$ cat src/rtl/systolic_pkg.sv
// Shared types and helpers for the systolic array edge feeders.
package systolic_pkg;

  typedef enum logic [1:0] {
    IDLE   = 2'd0,
    FULL   = 2'd1,
    STREAM = 2'd2
  } feeder_state_t;

  // Width of a counter or index covering n values, never narrower than one bit.
  function automatic int unsigned sys_width(input int unsigned n);
    return (n > 1) ? $clog2(n) : 1;
  endfunction

endpackage

$ cat src/rtl/skew_row_bank.sv
// One row of a feeder operand tile: DEPTH x DATA_W storage with indexed
// write and combinational indexed read.
module skew_row_bank
  import systolic_pkg::*;
#(
  parameter int unsigned DATA_W = 16,
  parameter int unsigned DEPTH  = 4
) (
  input  logic                          i_clk,
  input  logic                          i_rst,
  input  logic                          i_we,
  input  logic [sys_width(DEPTH)-1:0]   i_widx,
  input  logic [DATA_W-1:0]             i_wdata,
  input  logic [sys_width(DEPTH)-1:0]   i_ridx,
  output logic [DATA_W-1:0]             o_rdata
);

  logic [DATA_W-1:0] r_mem [DEPTH];

  always_ff @(posedge i_clk or posedge i_rst) begin
    if (i_rst) begin
      for (int unsigned i = 0; i < DEPTH; i++) r_mem[i] <= '0;
    end else if (i_we) begin
      r_mem[i_widx] <= i_wdata;
    end
  end

  assign o_rdata = r_mem[i_ridx];

endmodule

$ cat src/rtl/input_skew_feeder.sv
// Systolic edge feeder: buffers a ROWS x DEPTH tile loaded column-wise and
// streams it with per-row skew and PACE-cycle beats.
// Define SKEW_FEEDER_DBUF_EN for double buffering (load next tile while streaming).
module input_skew_feeder
  import systolic_pkg::*;
#(
  parameter int unsigned DATA_W = 16,
  parameter int unsigned ROWS   = 4,
  parameter int unsigned DEPTH  = 4,
  parameter int unsigned PACE   = 1
) (
  input  logic                     clk,
  input  logic                     rst,
  input  logic                     s_valid,
  output logic                     s_ready,
  input  logic [ROWS*DATA_W-1:0]   s_data,
  input  logic                     start,
  input  logic                     stream_en,
  output logic [ROWS-1:0]          m_valid,
  output logic [ROWS*DATA_W-1:0]   m_data,
  output logic                     busy,
  output logic                     done
);

  localparam int unsigned BW = sys_width(DEPTH + ROWS);
  localparam int unsigned PW = sys_width(PACE + 1);
  localparam int unsigned WW = sys_width(DEPTH + 1);
  localparam int unsigned AW = sys_width(DEPTH);
  localparam logic [BW-1:0] LAST_BEAT = BW'(DEPTH + ROWS - 2);
  localparam logic [PW-1:0] LAST_PH   = PW'(PACE - 1);
  localparam logic [WW-1:0] LAST_COL  = WW'(DEPTH - 1);
`ifdef SKEW_FEEDER_DBUF_EN
  localparam int unsigned NB   = 2;
  localparam bit          DBUF = 1'b1;
`else
  localparam int unsigned NB   = 1;
  localparam bit          DBUF = 1'b0;
`endif

  feeder_state_t   r_state, w_state_nx;
  logic [BW-1:0]   r_b, w_b_nx;
  logic [PW-1:0]   r_p, w_p_nx;
  logic [WW-1:0]   r_wcnt, w_wcnt_nx;
  logic            r_done, w_done_nx;
  logic            r_wsel, w_wsel_nx;
  logic            r_rsel, w_rsel_nx;
  logic            r_sfull, w_sfull_nx;

  logic            w_load, w_last_col, w_live;
  logic [DATA_W-1:0] w_rd [NB][ROWS];

`ifdef SKEW_FEEDER_DBUF_EN
  assign s_ready = ~rst & ~r_sfull;
`else
  assign s_ready = ~rst & (r_state == IDLE);
`endif

  assign w_load     = s_valid & s_ready;
  assign w_last_col = w_load && (r_wcnt == LAST_COL);

  always_ff @(posedge clk or posedge rst) begin
    if (rst) begin
      r_state <= IDLE;
      r_b     <= '0;
      r_p     <= '0;
      r_wcnt  <= '0;
      r_done  <= 1'b0;
      r_wsel  <= 1'b0;
      r_rsel  <= 1'b0;
      r_sfull <= 1'b0;
    end else begin
      r_state <= w_state_nx;
      r_b     <= w_b_nx;
      r_p     <= w_p_nx;
      r_wcnt  <= w_wcnt_nx;
      r_done  <= w_done_nx;
      r_wsel  <= w_wsel_nx;
      r_rsel  <= w_rsel_nx;
      r_sfull <= w_sfull_nx;
    end
  end

  always_comb begin
    w_state_nx = r_state;
    w_b_nx     = r_b;
    w_p_nx     = r_p;
    w_wcnt_nx  = r_wcnt;
    w_done_nx  = 1'b0;
    w_wsel_nx  = r_wsel;
    w_rsel_nx  = r_rsel;
    w_sfull_nx = r_sfull;

    if (w_load) begin
      w_wcnt_nx = w_last_col ? '0 : r_wcnt + 1'b1;
      if (w_last_col) w_sfull_nx = 1'b1;
    end

    unique case (r_state)
      IDLE: if (w_last_col) w_state_nx = FULL;
      FULL: begin
        if (start) begin
          w_state_nx = STREAM;
          w_b_nx     = '0;
          w_p_nx     = '0;
          w_rsel_nx  = r_wsel;
          w_wsel_nx  = DBUF ? ~r_wsel : r_wsel;
          w_sfull_nx = 1'b0;
        end
      end
      STREAM: begin
        if (stream_en) begin
          if (r_p == LAST_PH) begin
            w_p_nx = '0;
            if (r_b == LAST_BEAT) begin
              w_done_nx = 1'b1;
              // A full shadow bank with start held restarts without a gap.
              if (DBUF && start && r_sfull) begin
                w_state_nx = STREAM;
                w_b_nx     = '0;
                w_rsel_nx  = r_wsel;
                w_wsel_nx  = ~r_wsel;
                w_sfull_nx = 1'b0;
              end else if (r_sfull || w_last_col) begin
                w_state_nx = FULL;
              end else begin
                w_state_nx = IDLE;
              end
            end else begin
              w_b_nx = r_b + 1'b1;
            end
          end else begin
            w_p_nx = r_p + 1'b1;
          end
        end
      end
      default: w_state_nx = IDLE;
    endcase
  end

  assign busy   = (r_state == STREAM);
  assign done   = r_done;
  assign w_live = busy && (r_p == '0) && stream_en;

  for (genvar g = 0; g < ROWS; g++) begin : g_row
    logic [AW-1:0]     w_ridx;
    logic [DATA_W-1:0] w_sel;

    for (genvar k = 0; k < NB; k++) begin : g_bank
      skew_row_bank #(
        .DATA_W (DATA_W),
        .DEPTH  (DEPTH)
      ) u_bank (
        .i_clk   (clk),
        .i_rst   (rst),
        .i_we    (w_load && (r_wsel == 1'(k))),
        .i_widx  (AW'(r_wcnt)),
        .i_wdata (s_data[g*DATA_W +: DATA_W]),
        .i_ridx  (w_ridx),
        .o_rdata (w_rd[k][g])
      );
    end

    assign w_ridx = AW'(r_b - BW'(g));
    assign w_sel  = (NB == 2 && r_rsel) ? w_rd[NB-1][g] : w_rd[0][g];
    assign m_valid[g] = w_live && (r_b >= BW'(g)) && ((r_b - BW'(g)) < BW'(DEPTH));
    assign m_data[g*DATA_W +: DATA_W] = m_valid[g] ? w_sel : '0;
  end

endmodule

$ cat config.mk
export PLATFORM = sky130hd
export DESIGN_NAME = input_skew_feeder
export DESIGN_NICKNAME = d
export VERILOG_FILES = /design/src/rtl/systolic_pkg.sv /design/src/rtl/skew_row_bank.sv /design/src/rtl/input_skew_feeder.sv
export SDC_FILE = /design/constraint.sdc
export NUM_CORES = 1
export LEC_CHECK = 0
export ABC_AREA = 1
export CAP_MARGIN = 20
export CORE_ASPECT_RATIO = 1.1
export CORE_MARGIN = 2
export CORE_UTILIZATION = 45
export CTS_CLUSTER_DIAMETER = 30
export DETAILED_ROUTE_END_ITERATION = 10
export PLACE_DENSITY = 0.66
export SETUP_SLACK_MARGIN = 0.1
export SLEW_MARGIN = 15
export SYNTH_ARGS = -nofsm -noshare
export SYNTH_HDL_FRONTEND = slang
export SYNTH_SLANG_ARGS = --single-unit
$ cat constraint.sdc
create_clock -name clk -period 10.65 [get_ports clk]
set_input_delay 2.13 -clock clk [delete_from_list [all_inputs] [get_ports clk]]
set_output_delay 2.13 -clock clk [all_outputs]
set_load 0.02 [all_outputs]
==> impl_results.rst, run 1 <==
.. list-table::
   :header-rows: 1

   * - Metric
     - Value
   * - Worst hold path endpoint
     - g_row[1].g_bank[0].u_bank.r_mem[4]$_DFFE_PP0P_
   * - Worst hold start
     - g_row[1].g_bank[0].u_bank.r_mem[4]$_DFFE_PP0P_
   * - Pwr Density
     - 291.7 nW/µm²
   * - Setup Crit Path Kind
     - in -> out
   * - Sink count of the clock tree
     - 266
   * - Clock latency at the later pin of the worst-skew pair
     - 550 ps
   * - Number of distinct library cells after synthesis
     - 25
   * - Cell repeated most along the worst path
     - sky130_fd_sc_hd__clkdlybuf4s50_1
   * - Clock Tree Buf Depth
     - 3
   * - Vert. Die Dim
     - 180.0 µm
   * - Syn. warnings
     - 0
   * - Syn Inst Count
     - 1621
   * - Initial standard-cell utilization of the core
     - 45.60%
   * - Worst R2R Start
     - r_state[0]$_DFFE_PP0P_
   * - Critical Path Start Type
     - input port
   * - Inserted Clock Buffers
     - 55
   * - Skew final
     - 17.73 ps
   * - Number of antenna violations at the first check in global routing
     - 0
   * - All-layer global routing usage
     - 23.45%
   * - Avg Inst Size Synth
     - 7.817 µm²
   * - Hold path depth
     - 2
   * - CTS H-Tree Depth
     - 2
   * - Number of fillers in the final layout
     - 2546
   * - Number of design-rule violations left by the first detailed-router iteration
     - 776
   * - Antenna viol nets, final
     - 0
   * - Kind of path behind the tightest hold check
     - reg -> reg
   * - Slowest cell on the critical path
     - sky130_fd_sc_hd__clkdlybuf4s50_1
   * - Number of global-route vias before repair
     - 10700
   * - Final period util
     - 60.25%
   * - Highest fanout seen on the critical path
     - 17
   * - Core box area
     - 27790 µm²
   * - Delay of the slowest cell on the worst path
     - 680 ps
   * - Peak VDD IR
     - 0.0001628 V
   * - End of the worst register-to-register path
     - g_row[2].g_bank[0].u_bank.r_mem[1]$_DFFE_PP0P_
   * - Final HPWL DP
     - 18460 µm
   * - Count of TritonRoute iterations in the first routing pass
     - 5
   * - Hold-fix buffer count after cts
     - 0
   * - Clk pin slew, worst setup/hold paths
     - 40 ps
   * - Hold slack final
     - 459.8 ps
   * - Kind of cell adding the most delay to the critical path
     - buffers and inverters
   * - Global-route track usage on met1
     - 32.57%
   * - Global-route met2 utilization
     - 37.87%
   * - Leakage power summed over all cells
     - 7.542 nW
   * - Number of vias per cell after detailed routing
     - 5.198
   * - Final hold violation count
     - 0
   * - Area of all sequential standard cells
     - 6661 µm²
   * - First-pass GRT wire length
     - 56110 µm
   * - Final Wtd Congestion
     - 0.7701
   * - Total power of the final layout
     - 4.662 mW
   * - Layout Area Growth over Synthesis
     - 26.13%
   * - TritonCTS clock tree
     - built
   * - Total congestion overflow after global routing
     - 0
   * - Count of final max-slew check failures
     - 0
   * - Shortest clock period the worst path allows after layout
     - 6416 ps
   * - Via total after detailed routing
     - 11050
   * - Area used by multi-input combinational logic
     - 4961 µm²
   * - Residual DRC count
     - 0
   * - Synth area leader
     - sky130_fd_sc_hd__dfrtp_1
   * - Setup repair after global routing missed its margin
     - no
   * - Result of the run
     - finished clean
   * - Cell chain of the critical path
     - clkdlybuf4s50_1 > nand2_2 > nor2_1 > nand2_1 > a21oi_1 > clkdlybuf4s50_1
   * - Share of post-route cells with drive strength above 1
     - 7.090%
   * - Final count of negative-setup-slack endpoints
     - 0
   * - Required time reported for the critical path endpoint
     - 8520 ps
   * - Global-route layer with the greatest usage
     - met2
   * - Final design area excluding fillers
     - 15980 µm²
   * - Number of cells on the worst reg-to-reg path
     - 6
   * - Largest net degree at the start of global routing
     - 119
   * - Area of the mapped netlist
     - 12670 µm²
   * - Library cell used as clock root buffer
     - sky130_fd_sc_hd__clkbuf_16
   * - Area of the die
     - 29520 µm²
   * - Number of nets in the layout
     - 1800
   * - Number of gates resized after CTS
     - 0
   * - Number of cell rows
     - 64
   * - Setup TNS
     - 0 ps
   * - Capturing element type of the critical path
     - primary output
   * - Proportion of synthesized chip area in sequential cells
     - 52.53%
   * - Count of input and output buffers
     - 139
   * - Wirelength, routed
     - 34210 µm
   * - Synth area leaders
     - sky130_fd_sc_hd__dfrtp_1 (53%), sky130_fd_sc_hd__nand2_1 (15%), sky130_fd_sc_hd__o21ai_0 (14%), sky130_fd_sc_hd__a21oi_1 (4.7%), sky130_fd_sc_hd__inv_1 (4.4%)
   * - Portion of synthesized cell area occupied by the leading cell type
     - 52.53%
   * - Total nets after synthesis
     - 1701
   * - Die span in x
     - 164.0 µm
   * - # diodes
     - 0
   * - Worst Tran Pin Value
     - 1095 ps
   * - Total buffers and inverters traversed by the critical path
     - 2
   * - Worst slew margin relative to its limit
     - 27.01%
   * - Area after detailed placement
     - 14150 µm²
   * - Max-cap check violation count
     - 0
   * - Register bit total from synthesis
     - 266
   * - WL/cell
     - 16.09 µm
   * - Met3 GRT Util
     - 4.107%
   * - Worst path arrival time
     - 4290 ps
   * - Fmax
     - 0.1558 GHz
   * - Slack of the worst reg-to-reg path
     - 7210 ps
   * - Buffer count from post-CTS setup fixing
     - 0
   * - Number of top-level pins
     - 140
## cell usage after synthesis
cell and n:
sky130_fd_sc_hd__ha_1 11, sky130_fd_sc_hd__nor2_1 36, sky130_fd_sc_hd__nor3_4 1, sky130_fd_sc_hd__nand2_2 1, sky130_fd_sc_hd__o21ai_1 6, sky130_fd_sc_hd__buf_2 30
sky130_fd_sc_hd__buf_4 8, sky130_fd_sc_hd__a21boi_0 1, sky130_fd_sc_hd__o211ai_1 15, sky130_fd_sc_hd__nand3_1 4, sky130_fd_sc_hd__nand4_1 2, sky130_fd_sc_hd__clkbuf_1 69
sky130_fd_sc_hd__buf_1 4, sky130_fd_sc_hd__inv_2 4, sky130_fd_sc_hd__a21oi_4 2, sky130_fd_sc_hd__nand2_4 1, sky130_fd_sc_hd__nor2_4 3, sky130_fd_sc_hd__inv_1 150
sky130_fd_sc_hd__dfrtp_1 266, sky130_fd_sc_hd__a21oi_1 120, sky130_fd_sc_hd__o21ai_0 365, sky130_fd_sc_hd__xor2_1 1, sky130_fd_sc_hd__nor2_2 2, sky130_fd_sc_hd__clkinv_1 1
sky130_fd_sc_hd__nand2_1 518
## cell type report
type | count | area share (%)
clock inverter | 25 | 1.417
tap | 363 | 2.842
multi-input combinational | 1089 | 31.04
sequential | 266 | 41.68
clock buffer | 75 | 9.841
inverter | 155 | 3.687
timing repair buffer | 153 | 9.489
## placed cells by master (no fill, tap or decap), drive strengths merged, types with 4 or more instances in the layout
master,Yosys,routed
nand2,520,520
o21ai,371,371
dfrtp,266,266
inv,154,155
clkdlybuf4s50,0,139
a21oi,122,122
clkbuf,69,75
nor2,41,41
clkinv,1,19
o211ai,15,15
buf,42,14
ha,11,11
nand3,4,4
## worst register-to-register path, stage by stage (launching register included)
cell and delay [ps]:
sky130_fd_sc_hd__dfrtp_1 470, sky130_fd_sc_hd__nor3_4 270, sky130_fd_sc_hd__nand2_4 350, sky130_fd_sc_hd__buf_4 520, sky130_fd_sc_hd__nor2_4 680, sky130_fd_sc_hd__buf_4 760, sky130_fd_sc_hd__o21ai_0 240
## cells by family (layout without fill, tap and decap cells)
| group | count (synthesis) | count (layout) | synth area share (%) |
|---|---|---|---|
| AOI/OAI and AO/OA | 509 | 509 | 20.60 |
| and+or+nand+nor | 568 | 568 | 17.30 |
| DFF | 266 | 266 | 52.53 |
| xor gates and xnor gates | 1 | 1 | 0.06913 |
| buffers and inverters | 266 | 408 | 8.413 |
| adders and majority gates | 11 | 11 | 1.086 |
## registers in the layout (all words and copies together) (netlist names)
signal,cells
r_sfull,1
r_state,2
done,1
g_row.g_bank.u_bank.r_mem,256
r_wcnt,3
r_b,3
## worst max path at each step
stage	from	endpoint	slack [ps]	cells past startpoint
final	stream_en	m_data[29]	4230	6
after global routing	r_b[1]$_DFFE_PP0P_	m_data[24]	4150	8
after CTS	stream_en	m_data[29]	4240	6
after detailed placement	stream_en	m_data[16]	4260	6
after global placement	stream_en	m_data[27]	4350	6
after floorplan	rst	done$_DFF_PP0_	1180	1
## metal layers
layer / wire length [µm] / vias to the layer above
met4: 563 / 0
li1: - / 5409
met3: 2171 / 53
met2: 16140 / 362
met1: 15330 / 5227
met5: 0 / -
## through the flow
stage / setup WS, ps / util, % / std cells
3_3_place_gp: 4347 / 50.94 / 2025
6_report: 4234 / 57.52 / 2126
4_1_cts: 4237 / 57.42 / 2125
3_5_place_dp: 4262 / 50.94 / 2025
5_1_grt: 4149 / 57.52 / 2126
2_1_floorplan: 1176 / - / 1621
## power breakdown
part           switching (mW)  internal (mW)  total (mW)  leakage, nW
sequential              0.221           1.49        1.71         3.29
combinational           0.894          0.430        1.32         3.36
clock                   0.531           1.09        1.62        0.894
total                    1.65           3.02        4.66         7.54
(Power assumes the default switching activity.)
==> run 2: changes to the inputs <==
--- a/config.mk
+++ b/config.mk
@@ -12,7 +12,7 @@
 export CORE_UTILIZATION = 45
 export CTS_CLUSTER_DIAMETER = 30
 export DETAILED_ROUTE_END_ITERATION = 10
-export PLACE_DENSITY = 0.66
+export PLACE_DENSITY = 0.69
 export SETUP_SLACK_MARGIN = 0.1
 export SLEW_MARGIN = 15
 export SYNTH_ARGS = -nofsm -noshare
==> constraint.sdc (replaced) <==
create_clock -name clk -period 5.85 [get_ports clk]
set_input_delay 1.17 -clock clk [delete_from_list [all_inputs] [get_ports clk]]
set_output_delay 1.17 -clock clk [all_outputs]
set_load 0.02 [all_outputs]
==> run 2 against run 1 <==
Compared with the run above:
- global-route usage up 0.12 points
- register-to-register slack worse by 4200 ps
- hold slack better by 2.1 ps
- design area up 0.69%
- first-iteration DRC count down 1.3%
- core utilization up 0.40 points
- clock-buffer cell count down 11
- critical endpoint unchanged
- critical path type is now reg -> out
- clock skew down 3.2 ps
- sequential share of layout area down 0.29 points
- die area unchanged
==> impl_results.rst, run 2 (synthesis gave the netlist of run 1 again) <==
.. list-table::
   :header-rows: 1

   * - Metric
     - Value
   * - Result of the run
     - finished clean
   * - Biggest register
     - g_row.g_bank.u_bank.r_mem
   * - Vert. Die Dim
     - 180.0 µm
   * - Count of final max-slew check failures
     - 0
   * - Skew final
     - 14.50 ps
   * - Slowest cell on the critical path
     - sky130_fd_sc_hd__buf_4
   * - End of the worst register-to-register path
     - g_row[0].g_bank[0].u_bank.r_mem[44]$_DFFE_PP0P_
   * - Final design area excluding fillers
     - 16090 µm²
   * - Hold path depth
     - 2
   * - Hold-fix buffer count after cts
     - 0
   * - Number of cell rows
     - 64
   * - Number of vias per cell after detailed routing
     - 5.217
   * - Antenna viol nets, final
     - 0
   * - Via total after detailed routing
     - 11110
   * - WL/cell
     - 15.90 µm
   * - Capturing element type of the critical path
     - primary output
   * - Finished Core Util
     - 57.91%
   * - Number of design-rule violations left by the first detailed-router iteration
     - 766
   * - Worst slack at placement
     - 1438 ps
   * - Buffer count from post-CTS setup fixing
     - 0
   * - Fmax
     - 0.2128 GHz
   * - Worst slew margin relative to its limit
     - 31.77%
   * - Number of top-level pins
     - 140
   * - Total congestion overflow after global routing
     - 0
   * - Regs by FF count
     - g_row.g_bank.u_bank.r_mem (256), r_b (3), r_wcnt (3)
   * - Layout Area Growth over Synthesis
     - 27.00%
   * - Worst hold start
     - g_row[3].g_bank[0].u_bank.r_mem[0]$_DFFE_PP0P_
   * - Number of fillers in the final layout
     - 2482
   * - TritonCTS clock tree
     - built
   * - Worst path arrival time
     - 3530 ps
   * - Clk pin slew, worst setup/hold paths
     - 40 ps
   * - Area of the die
     - 29520 µm²
   * - Total power of the final layout
     - 8.655 mW
   * - Number of antenna violations at the first check in global routing
     - 1
   * - Clock latency at the later pin of the worst-skew pair
     - 550 ps
   * - Peak VDD IR
     - 0.0003227 V
   * - Wirelength, routed
     - 33850 µm
   * - Number of gates resized after CTS
     - 0
   * - Sink count of the clock tree
     - 266
   * - Clock Tree Buf Depth
     - 3
   * - Delay of the slowest cell on the worst path
     - 770 ps
   * - Count of input and output buffers
     - 139
   * - Highest fanout seen on the critical path
     - 108
   * - Leakage power summed over all cells
     - 7.588 nW
   * - Area after detailed placement
     - 14200 µm²
   * - Final hold violation count
     - 0
   * - Most used cells in the layout excluding fill and tap cells
     - sky130_fd_sc_hd__nand2_1 (518), sky130_fd_sc_hd__o21ai_0 (365), sky130_fd_sc_hd__dfrtp_1 (264)
   * - Number of global-route vias before repair
     - 10800
   * - PnR worst setup slack
     - 1152 ps
   * - Library cell used as clock root buffer
     - sky130_fd_sc_hd__clkbuf_16
   * - Final Wtd Congestion
     - 0.7722
   * - Setup TNS
     - 0 ps
   * - Critical Path Start Type
     - register
   * - Share of post-route cells with drive strength above 1
     - 7.426%
   * - Required time reported for the critical path endpoint
     - 4680 ps
   * - Kind of path behind the tightest hold check
     - reg -> reg
   * - All-layer global routing usage
     - 23.57%
   * - Setup Crit Path Kind
     - reg -> out
   * - Shortest clock period the worst path allows after layout
     - 4698 ps
   * - Kind of cell adding the most delay to the critical path
     - buffers and inverters
   * - Final period util
     - 80.31%
   * - Inserted Clock Buffers
     - 53
   * - First-pass GRT wire length
     - 56280 µm
   * - Number of nets in the layout
     - 1801
   * - Initial standard-cell utilization of the core
     - 45.60%
   * - Worst R2R Start
     - r_state[0]$_DFFE_PP0P_
   * - Core box area
     - 27790 µm²
   * - Largest register FFs
     - 256
   * - Pwr Density
     - 537.8 nW/µm²
   * - CTS H-Tree Depth
     - 2
   * - Setup repair after global routing missed its margin
     - no
   * - Final HPWL DP
     - 18860 µm
   * - Final count of negative-setup-slack endpoints
     - 0
   * - Die span in x
     - 164.0 µm
   * - Most common library cell in the layout ignoring fill and taps
     - sky130_fd_sc_hd__nand2_1
   * - Number of cells on the worst reg-to-reg path
     - 5
   * - Count of TritonRoute iterations in the first routing pass
     - 7
   * - Total buffers and inverters traversed by the critical path
     - 2
   * - Worst hold path endpoint
     - g_row[3].g_bank[0].u_bank.r_mem[0]$_DFFE_PP0P_
   * - Largest net degree at the start of global routing
     - 151
   * - Worst Tran Pin Value
     - 1023 ps
   * - Cell chain of the critical path
     - buf_4 > ha_1 > nand2_1 > nand3_1 > nand2_1 > a21oi_1 > clkdlybuf4s50_1
   * - Cell repeated most along the worst path
     - sky130_fd_sc_hd__nand2_1
   * - Residual DRC count
     - 0
   * - Slack of the worst reg-to-reg path
     - 2970 ps
   * - Max-cap check violation count
     - 0
==> run 2: cell types whose count changed in the layout (fill, tap and decap cells not counted), sizes merged <==
| cell | before | now |
|---|---|---|
| clkinvlp | 3 | 2 |
| inv | 155 | 161 |
| clkbuf | 75 | 64 |
| bufinv | 3 | 7 |
| buf | 14 | 17 |
| diode | 0 | 2 |
==> run 2: power breakdown <==
part	switching, mW	internal (mW)	total, mW
clock network	1.01	2.09	3.10
registers	0.332	2.72	3.05
logic	1.71	0.789	2.50
total	3.06	5.60	8.65
==> run 2: layout make-up <==
cell class | instances | area (µm²) | area share (%)
diodes | 2 | 5.005 | 0.03110
clock buffers | 64 | 1460 | 9.074
clock inverters | 34 | 407.9 | 2.535
inverters | 155 | 585.6 | 3.639
multi-input cells | 1089 | 4961 | 30.83
flip-flops and latches | 266 | 6661 | 41.40
well taps | 363 | 454.2 | 2.822
repair buffers | 156 | 1556 | 9.673
==> run 2: layer usage <==
metal  vias up  track usage, %  share of wire, %
met5         -               0                 0
met4         0           6.877               2.1
met3        51           4.107               6.7
met2       350           37.33                47
met1      5292           33.30                44
li1       5415               -                 -
==> run 2: tightest hold or removal path: stages, from the launching register on <==
cell	delay (ps)
sky130_fd_sc_hd__dfrtp_1	330
sky130_fd_sc_hd__nand2_1	50
sky130_fd_sc_hd__nand2_1	40
==> run 2: metrics by stage <==
| step | instances | hold slack (ps) |
|---|---|---|
| after CTS | 2126 | 464.7 |
| after global routing | 2128 | 476.5 |
| after detailed placement | 2028 | 452.9 |
| after floorplan | 1621 | 436.6 |
| final | 2129 | 461.9 |
| after global placement | 2028 | 447.5 |
==> run 2: how the worst max path moves through the flow <==
stage,startpoint,endpoint,cells after the start
after floorplan,rst,r_state[0]$_DFFE_PP0P_,5
after global placement,stream_en,m_data[26],6
after detailed placement,stream_en,m_data[27],6
after CTS,r_b[0]$_DFFE_PP0P_,m_data[27],7
after global routing,r_b[0]$_DFFE_PP0P_,m_data[27],7
final,r_b[0]$_DFFE_PP0P_,m_data[29],7
